### src/rtl/d_ff_pipe.sv
// Elastic WIDTH x DEPTH register pipeline with per-stage valids, bubble collapsing,
// synchronous flush and a registered occupancy count.
module d_ff_pipe #(
  parameter int               WIDTH     = 8,
  parameter int               DEPTH     = 4,
  parameter logic [WIDTH-1:0] RESET_VAL = '0
) (
  input  logic                         clock,
  input  logic                         reset_n,
  input  logic [WIDTH-1:0]             D,
  input  logic                         in_valid,
  output logic                         in_ready,
  input  logic                         flush,
  output logic [WIDTH-1:0]             Q,
  output logic                         out_valid,
  input  logic                         out_ready,
  output logic [$clog2(DEPTH+1)-1:0]   count
);

  localparam int CW = $clog2(DEPTH+1);

  logic [DEPTH-1:0] vld;
  logic [WIDTH-1:0] dat [DEPTH];
  logic [DEPTH:0]   rdy;
  logic             push;
  logic             pop;
  logic [CW-1:0]    count_nxt;

  // A stage may load when it is empty or its successor is loading this edge,
  // so a bubble anywhere downstream lets the whole chain behind it advance.
  always_comb begin
    rdy        = '0;
    rdy[DEPTH] = out_ready;
    for (int i = DEPTH - 1; i >= 0; i--) begin
      rdy[i] = !vld[i] || rdy[i+1];
    end
  end

  assign in_ready  = rdy[0] && !flush && reset_n;
  assign push      = in_valid && in_ready;
  assign out_valid = vld[DEPTH-1];
  assign Q         = dat[DEPTH-1];
  assign pop       = out_valid && out_ready;
  assign count_nxt = count + CW'(push) - CW'(pop);

  // Control: stage valids and occupancy; flush wins over push and advance.
  always_ff @(posedge clock or negedge reset_n) begin
    if (!reset_n) begin
      vld   <= '0;
      count <= '0;
    end else if (flush) begin
      vld   <= '0;
      count <= '0;
    end else begin
      count <= count_nxt;
      if (rdy[0]) vld[0] <= push;
      for (int i = 1; i < DEPTH; i++) begin
        if (rdy[i]) vld[i] <= vld[i-1];
      end
    end
  end

  // Data: loads only when a valid word moves in, otherwise holds.
  always_ff @(posedge clock or negedge reset_n) begin
    if (!reset_n) begin
      for (int i = 0; i < DEPTH; i++) dat[i] <= RESET_VAL;
    end else if (!flush) begin
      if (push) dat[0] <= D;
      for (int i = 1; i < DEPTH; i++) begin
        if (rdy[i] && vld[i-1]) dat[i] <= dat[i-1];
      end
    end
  end

endmodule

### config.mk
export PLATFORM = sky130hd
export DESIGN_NAME = d_ff_pipe
export DESIGN_NICKNAME = d
export VERILOG_FILES = /design/src/rtl/d_ff_pipe.sv
export SDC_FILE = /design/constraint.sdc
export NUM_CORES = 1
export LEC_CHECK = 0
export ABC_CLOCK_PERIOD_IN_PS = 2800
export CELL_PAD_IN_SITES_DETAIL_PLACEMENT = 0
export CELL_PAD_IN_SITES_GLOBAL_PLACEMENT = 2
export CORE_ASPECT_RATIO = 0.75
export CORE_MARGIN = 5
export CORE_UTILIZATION = 37
export DETAILED_ROUTE_END_ITERATION = 6
export PLACE_DENSITY = 0.76
export SYNTH_ARGS = -nofsm -noshare
export SYNTH_HDL_FRONTEND = slang
export SYNTH_SLANG_ARGS = --single-unit
### constraint.sdc
create_clock -name clock -period 2.8 [get_ports clock]
set_clock_uncertainty 0.1 [all_clocks]
set_input_delay 0.7 -clock clock [delete_from_list [all_inputs] [get_ports clock]]
set_output_delay 0.7 -clock clock [all_outputs]
set_load 0.1 [all_outputs]
# [After elaboration in Yosys (flattened, before gate mapping)]
# Cells that the tools add are included.
[totals] elab_cells=42 ram_bits=0 ff_bits=39 romBits=0 latchBits=0 memories=0 output_inout_bits=13 inputBits=13
[classes] n_mux=6 reduce_logical=24 n_eq_ne=0 n_div=0 add_sub_neg=2 n_lt_le_gt_ge=0 n_bitwise=1 shifts=0 multipliers=0
[ops] cell="$reduce_and 2->1" count=4
[ops] cell="$reduce_bool 2->1" count=4
[ops] cell="$logic_and 1x1->1" count=7
[ops] cell="$logic_not 1->1" count=5
[ops] cell="$logic_or 1x1->1" count=4
[ops] cell="$mux 1" count=4
[ops] cell="$mux 4" count=1
[ops] cell="$add 3x1->3" count=1
[ops] cell="$mux 3" count=1
[ops] cell="$sub 3x1->3" count=1
[ops] cell="$not 1->1" count=1

# [Longest topological paths before layout]
[logic_depth] depth_word=11 depth_mapped=11

# [Least setup slack after synthesis]
# Ideal clock, no wire load.
[synth_path] path_type="register -> register" startpoint="register vld[3]" endpoint="register count[2]" period_less_slack_ns=2.855 path_buffers=1 setup_time_ns=0.135 t_arrival_ns=2.620 path_stages_with_launch=12 slack_ns=-0.055 cell_sequence="dfrtp_1 > nor2b_4 > buf_6 > a211oi_4 > inv_1 > ha_1 > inv_1 > ha_1 > inv_1 > fa_1 > xnor2_1 > nor2_1"
[synth_between] elab_chain_cells=11
[synth_rtl] item="from (decl)" line_no="22" text="logic [DEPTH-1:0] vld;"
[synth_rtl] item="from (signal, indexed assignment)" line_no="58" text="if (rdy[i]) vld[i] <= vld[i-1];"
[synth_rtl] item="$logic_not 1->1" line_no="35" text="rdy[i] = !vld[i] || rdy[i+1];"
[synth_rtl] item="$logic_or 1x1->1 (4 in series)" line_no="35"
[synth_rtl] item="$logic_and 1x1->1 (2 in series)" line_no="39" text="assign in_ready = rdy[0] && !flush && reset_n;"
[synth_rtl] item="$logic_and 1x1->1" line_no="40" text="assign push = in_valid && in_ready;"
[synth_rtl] item="$add 3x1->3" line_no="44" text="assign count_nxt = count + CW'(push) - CW'(pop);"
[synth_rtl] item="$sub 3x1->3 (*)" line_no="44"
[synth_rtl] item="$mux 3 (*)" line_no="51" text="end else if (flush) begin"
[synth_rtl] item="to (signal assigned)" line_no="55" text="count <= count_nxt;"
[synth_rtl] item="to (decl)" line_no="17" text="output logic [$clog2(DEPTH+1)-1:0] count"
# Every way passes the cells marked *; elsewhere a longest branch is shown, timed or not.
# A chain may end at the register's enable or synchronous reset.

# [Final worst setup path]
[layout_path] startpoint="input port out_ready" endpoint="output port in_ready"
[layout_between] elab_chain_cells=6
[layout_rtl] item="from (decl)" line_no="16" text="input logic out_ready,"
[layout_rtl] item="$logic_or 1x1->1 (4 in series)" line_no="35"
[layout_rtl] item="$logic_and 1x1->1 (2 in series)" line_no="39"
[layout_rtl] item="to (decl)" line_no="12" text="output logic in_ready,"
# Every way passes these cells.

==> metrics.txt <==
# TYPE chip_impl_metric gauge
chip_impl_metric{name="viasPerCell",unit=""} 4.456
chip_impl_metric{name="number_of_fill_cells",unit=""} 405
chip_impl_metric{name="grt_max_degree",unit=""} 41
chip_impl_info{name="crit_type",value="in -> out"} 1
chip_impl_metric{name="port-buffer-count",unit=""} 25
chip_impl_metric{name="slew_viol_final",unit=""} 0
chip_impl_metric{name="post_synth_num_cell_types",unit=""} 24
chip_impl_metric{name="timing.critical_path.depth",unit=""} 6
chip_impl_metric{name="setup_viol",unit=""} 0
chip_impl_metric{name="multiInputGateArea",unit="um2"} 625.6
chip_impl_info{name="topRoutingLayerUsed",value="met4"} 1
chip_impl_metric{name="worst-r2r-cell-count",unit=""} 10
chip_impl_info{name="result_of_the_run",value="completed"} 1
chip_impl_metric{name="top_level_ports",unit=""} 26
chip_impl_metric{name="synth.yosys.warnings",unit=""} 0
chip_impl_metric{name="clockBufferDepth",unit=""} 2
chip_impl_metric{name="routedWlPerCell",unit="um"} 13.82
chip_impl_metric{name="floorplan.core_area",unit="um2"} 4493
chip_impl_metric{name="number_of_clock_buffers_inserted_by_tritoncts",unit=""} 5
chip_impl_metric{name="cts_num_sinks",unit=""} 39
chip_impl_info{name="clock_tree.root_cell",value="sky130_fd_sc_hd__clkbuf_8"} 1
chip_impl_info{name="critical_path_cell_by_cell",value="clkdlybuf4s50_1 > nor2b_4 > buf_4 > nand2_1 > and3b_1 > buf_12"} 1
chip_impl_metric{name="row_count",unit=""} 21
chip_impl_metric{name="hold_buffers",unit=""} 0
chip_impl_metric{name="syn-num-nets",unit=""} 130
chip_impl_metric{name="detailed_route_drc_error_count",unit=""} 0
chip_impl_metric{name="post-route-period-util",unit="%"} 97.23
chip_impl_metric{name="clkTransAtPathRegs",unit="ns"} 0.07
chip_impl_info{name="cpLargestDelayFamily",value="buffers and inverters"} 1
chip_impl_metric{name="critPathArrivalTime",unit="ns"} 1.92
chip_impl_metric{name="post_cts_setup_repair_bufs",unit=""} 0
chip_impl_metric{name="wl_met3",unit="um"} 150
chip_impl_metric{name="routabilityCongestion",unit=""} 0.7367
chip_impl_metric{name="die_h",unit="um"} 69.21
chip_impl_metric{name="num_vias",unit=""} 869
chip_impl_metric{name="layout.nets",unit=""} 153
chip_impl_metric{name="final_layout_size_suffix_gt1_share",unit="%"} 45.65
chip_impl_metric{name="worst_pin_slew",unit="ns"} 0.5905
chip_impl_metric{name="track_usage",unit="%"} 10.23
chip_impl_info{name="crit_path_end_kind",value="primary output"} 1
chip_impl_info{name="cpMaxStageDelayCell",value="sky130_fd_sc_hd__clkdlybuf4s50_1"} 1
chip_impl_info{name="worst_hold_path_type",value="in -> async"} 1
chip_impl_metric{name="critical_path.max_fanout",unit=""} 7
chip_impl_metric{name="report.power.total",unit="uW"} 1523
chip_impl_metric{name="routed_wl",unit="um"} 2695
chip_impl_metric{name="die_width",unit="um"} 88.94
chip_impl_metric{name="hold_viol",unit=""} 0
chip_impl_metric{name="dr_wl_met2",unit="um"} 1146
chip_impl_metric{name="final_area",unit="um2"} 2048
chip_impl_metric{name="vdd_ir_drop_max",unit="V"} 0.0003021
chip_impl_metric{name="routed_antenna_nets",unit=""} 0
chip_impl_info{name="cts_tree",value="yes"} 1
chip_impl_metric{name="maxCapViolCount",unit=""} 0
chip_impl_metric{name="max_slew_margin",unit="%"} 60.63
chip_impl_metric{name="ctsResizeCount",unit=""} 0
chip_impl_metric{name="hold_ws",unit="ns"} 0.3835
chip_impl_metric{name="worstSkewPairLatency",unit="ns"} 0.28
chip_impl_metric{name="fmax",unit="MHz"} 367.3
chip_impl_metric{name="area_delta_synth_final",unit="%"} 18.45
chip_impl_info{name="setup_repair_after_global_routing_missed_its_margin",value="no"} 1
chip_impl_metric{name="regArea",unit="um2"} 977.2
chip_impl_metric{name="avgSynthCellArea",unit="um2"} 15.17
chip_impl_metric{name="placed_area",unit="um2"} 1948
chip_impl_metric{name="postSynthCellCount",unit=""} 114
chip_impl_metric{name="via_count_of_the_first_global_routing_pass",unit=""} 962
chip_impl_info{name="worstReg2RegStart",value="vld[2]$_DFFE_PN0P_"} 1
chip_impl_metric{name="timing.reg2reg.setup_slack",unit="ns"} 0.54
chip_impl_metric{name="initialDrtViolationCount",unit=""} 25
chip_impl_metric{name="detail_placement_hpwl",unit="um"} 1994
chip_impl_metric{name="synthesis.area",unit="um2"} 1729
chip_impl_metric{name="yosysSeqAreaShare",unit="%"} 56.44
chip_impl_metric{name="antenna_cells_inserted",unit=""} 0
chip_impl_metric{name="cp_slowest_stage_delay",unit="ns"} 0.46
chip_impl_metric{name="p_leak",unit="uW"} 0.001005
chip_impl_info{name="crit-reg2reg-capture",value="count[2]$_DFF_PN0_"} 1
chip_impl_metric{name="grt_first_pass_wirelength",unit="um"} 4933
chip_impl_metric{name="cts.htree.levels",unit=""} 2
chip_impl_metric{name="start_util",unit="%"} 38.49
chip_impl_metric{name="flip_flop_and_latch_count_after_synthesis",unit=""} 39
chip_impl_info{name="kind_of_start_point_of_the_critical_path",value="input port"} 1
chip_impl_metric{name="crit_required",unit="ns"} 2.00
chip_impl_metric{name="grt_antenna_before_repair",unit=""} 0
chip_impl_metric{name="fin_crit",unit="ns"} 2.723
chip_impl_metric{name="worstPathBufferInverterCount",unit=""} 3
chip_impl_metric{name="detail_route.wirelength.met1",unit="um"} 1377
chip_impl_metric{name="leftover_overflow_at_the_end_of_global_routing",unit=""} 0
chip_impl_metric{name="power-per-cell-area",unit="nW/um2"} 743.5
chip_impl_metric{name="floorplan.die_area",unit="um2"} 6155
chip_impl_metric{name="firstDrtPassIters",unit=""} 4
-- synth_stat cells --
| master | instances | area share, % |
|---|---|---|
| sky130_fd_sc_hd__buf_4 | 8 | 3.5 |
| sky130_fd_sc_hd__nor2_1 | 6 | 1.3 |
| sky130_fd_sc_hd__mux2_2 | 16 | 10 |
| sky130_fd_sc_hd__a211o_2 | 1 | 0.58 |
| sky130_fd_sc_hd__mux2_4 | 16 | 14 |
| sky130_fd_sc_hd__and2_2 | 1 | 0.43 |
| sky130_fd_sc_hd__or3b_1 | 1 | 0.51 |
| sky130_fd_sc_hd__ha_1 | 2 | 1.4 |
| sky130_fd_sc_hd__xnor2_1 | 1 | 0.51 |
| sky130_fd_sc_hd__a31oi_1 | 1 | 0.36 |
| sky130_fd_sc_hd__a21oi_1 | 2 | 0.58 |
| sky130_fd_sc_hd__a211oi_4 | 1 | 1.2 |
| sky130_fd_sc_hd__clkbuf_1 | 1 | 0.22 |
| sky130_fd_sc_hd__and3_4 | 1 | 0.65 |
| sky130_fd_sc_hd__nor2b_1 | 1 | 0.36 |
| sky130_fd_sc_hd__and3b_1 | 1 | 0.51 |
| sky130_fd_sc_hd__a311o_1 | 1 | 0.58 |
| sky130_fd_sc_hd__dfrtp_1 | 39 | 56 |
| sky130_fd_sc_hd__xor2_1 | 1 | 0.51 |
| sky130_fd_sc_hd__inv_1 | 5 | 1.1 |
| sky130_fd_sc_hd__nor2b_4 | 1 | 0.80 |
| sky130_fd_sc_hd__fa_1 | 1 | 1.2 |
| sky130_fd_sc_hd__nand2_1 | 2 | 0.43 |
| sky130_fd_sc_hd__buf_6 | 4 | 2.6 |
-- metal layers --
metal,track usage [%],up-vias
li1,-,427
met1,15.80,423
met2,13.26,17
met3,3.325,2
met4,3.471,0
met5,0,-
-- worst register-to-register path, delay by kind of cell (launching register included) --
kind / cells / cell delay [ns]
AO/OA/AOI/OAI: 1 / 0.24
XOR/XNOR: 1 / 0.16
adder cells (fa/ha/maj): 3 / 0.77
buffers and inverters: 3 / 0.17
flip-flops: 1 / 0.45
AND/OR/NAND/NOR: 2 / 0.28
-- power breakdown --
part	total [uW]	switching (uW)	internal [uW]
registers	754	69.1	685
clock network	399	175	225
logic	370	201	169
total	1520	444	1080
-- worst max path at each step --
| stage | startpoint | to |
|---|---|---|
| 6_report | out_ready | in_ready |
| 5_1_grt | out_ready | in_ready |
| 4_1_cts | out_ready | in_ready |
| 3_5_place_dp | out_ready | count[2]$_DFF_PN0_ |
| 3_3_place_gp | in_valid | count[2]$_DFF_PN0_ |
| 2_1_floorplan | vld[3]$_DFFE_PN0P_ | count[2]$_DFF_PN0_ |
-- cells in the final DEF (no fill, tap or decap), types with 2 or more instances in the layout --
master	count
sky130_fd_sc_hd__mux2_4	16
sky130_fd_sc_hd__nor2_1	6
sky130_fd_sc_hd__inv_1	5
sky130_fd_sc_hd__dfrtp_1	38
sky130_fd_sc_hd__ha_1	2
sky130_fd_sc_hd__nand2_1	2
sky130_fd_sc_hd__mux2_2	16
sky130_fd_sc_hd__buf_4	16
sky130_fd_sc_hd__clkbuf_8	7
sky130_fd_sc_hd__clkdlybuf4s50_1	11
sky130_fd_sc_hd__a21oi_1	2
-- stage by stage --
| stage | setup slack, ns | util (%) | setup TNS, ns | instances |
|---|---|---|---|---|
| 2_1_floorplan | 0.1479 | - | 0 | 114 |
| 5_1_grt | 0.01062 | 45.59 | 0 | 195 |
| 6_report | 0.07746 | 45.59 | 0 | 195 |
| 3_3_place_gp | -0.03399 | 43.36 | -0.03399 | 187 |
| 4_1_cts | 0.06769 | 45.59 | 0 | 195 |
| 3_5_place_dp | -0.08024 | 43.36 | -0.08891 | 187 |
-- flip-flops by register name, indices dropped and copies added (netlist names) --
name / cells
Q: 8
count: 3
vld: 4
dat: 24
-- final cells by class --
| type | instances | share of cell area (%) |
|---|---|---|
| sequential | 39 | 47.71 |
| inverter | 5 | 0.9163 |
| tap | 57 | 3.482 |
| multi-input combinational | 57 | 30.54 |
| timing repair buffer | 29 | 12.46 |
| clock buffer | 8 | 4.887 |
-- cells by family after synthesis --
kind of cell / share of synthesized area (%)
simple gates: 4.993
fa+ha+maj: 2.605
compound gates: 3.256
xor+xnor: 1.013
buf+inv: 7.380
flops: 56.44
mux: 24.31
Power figures use the tool's default switching activity.
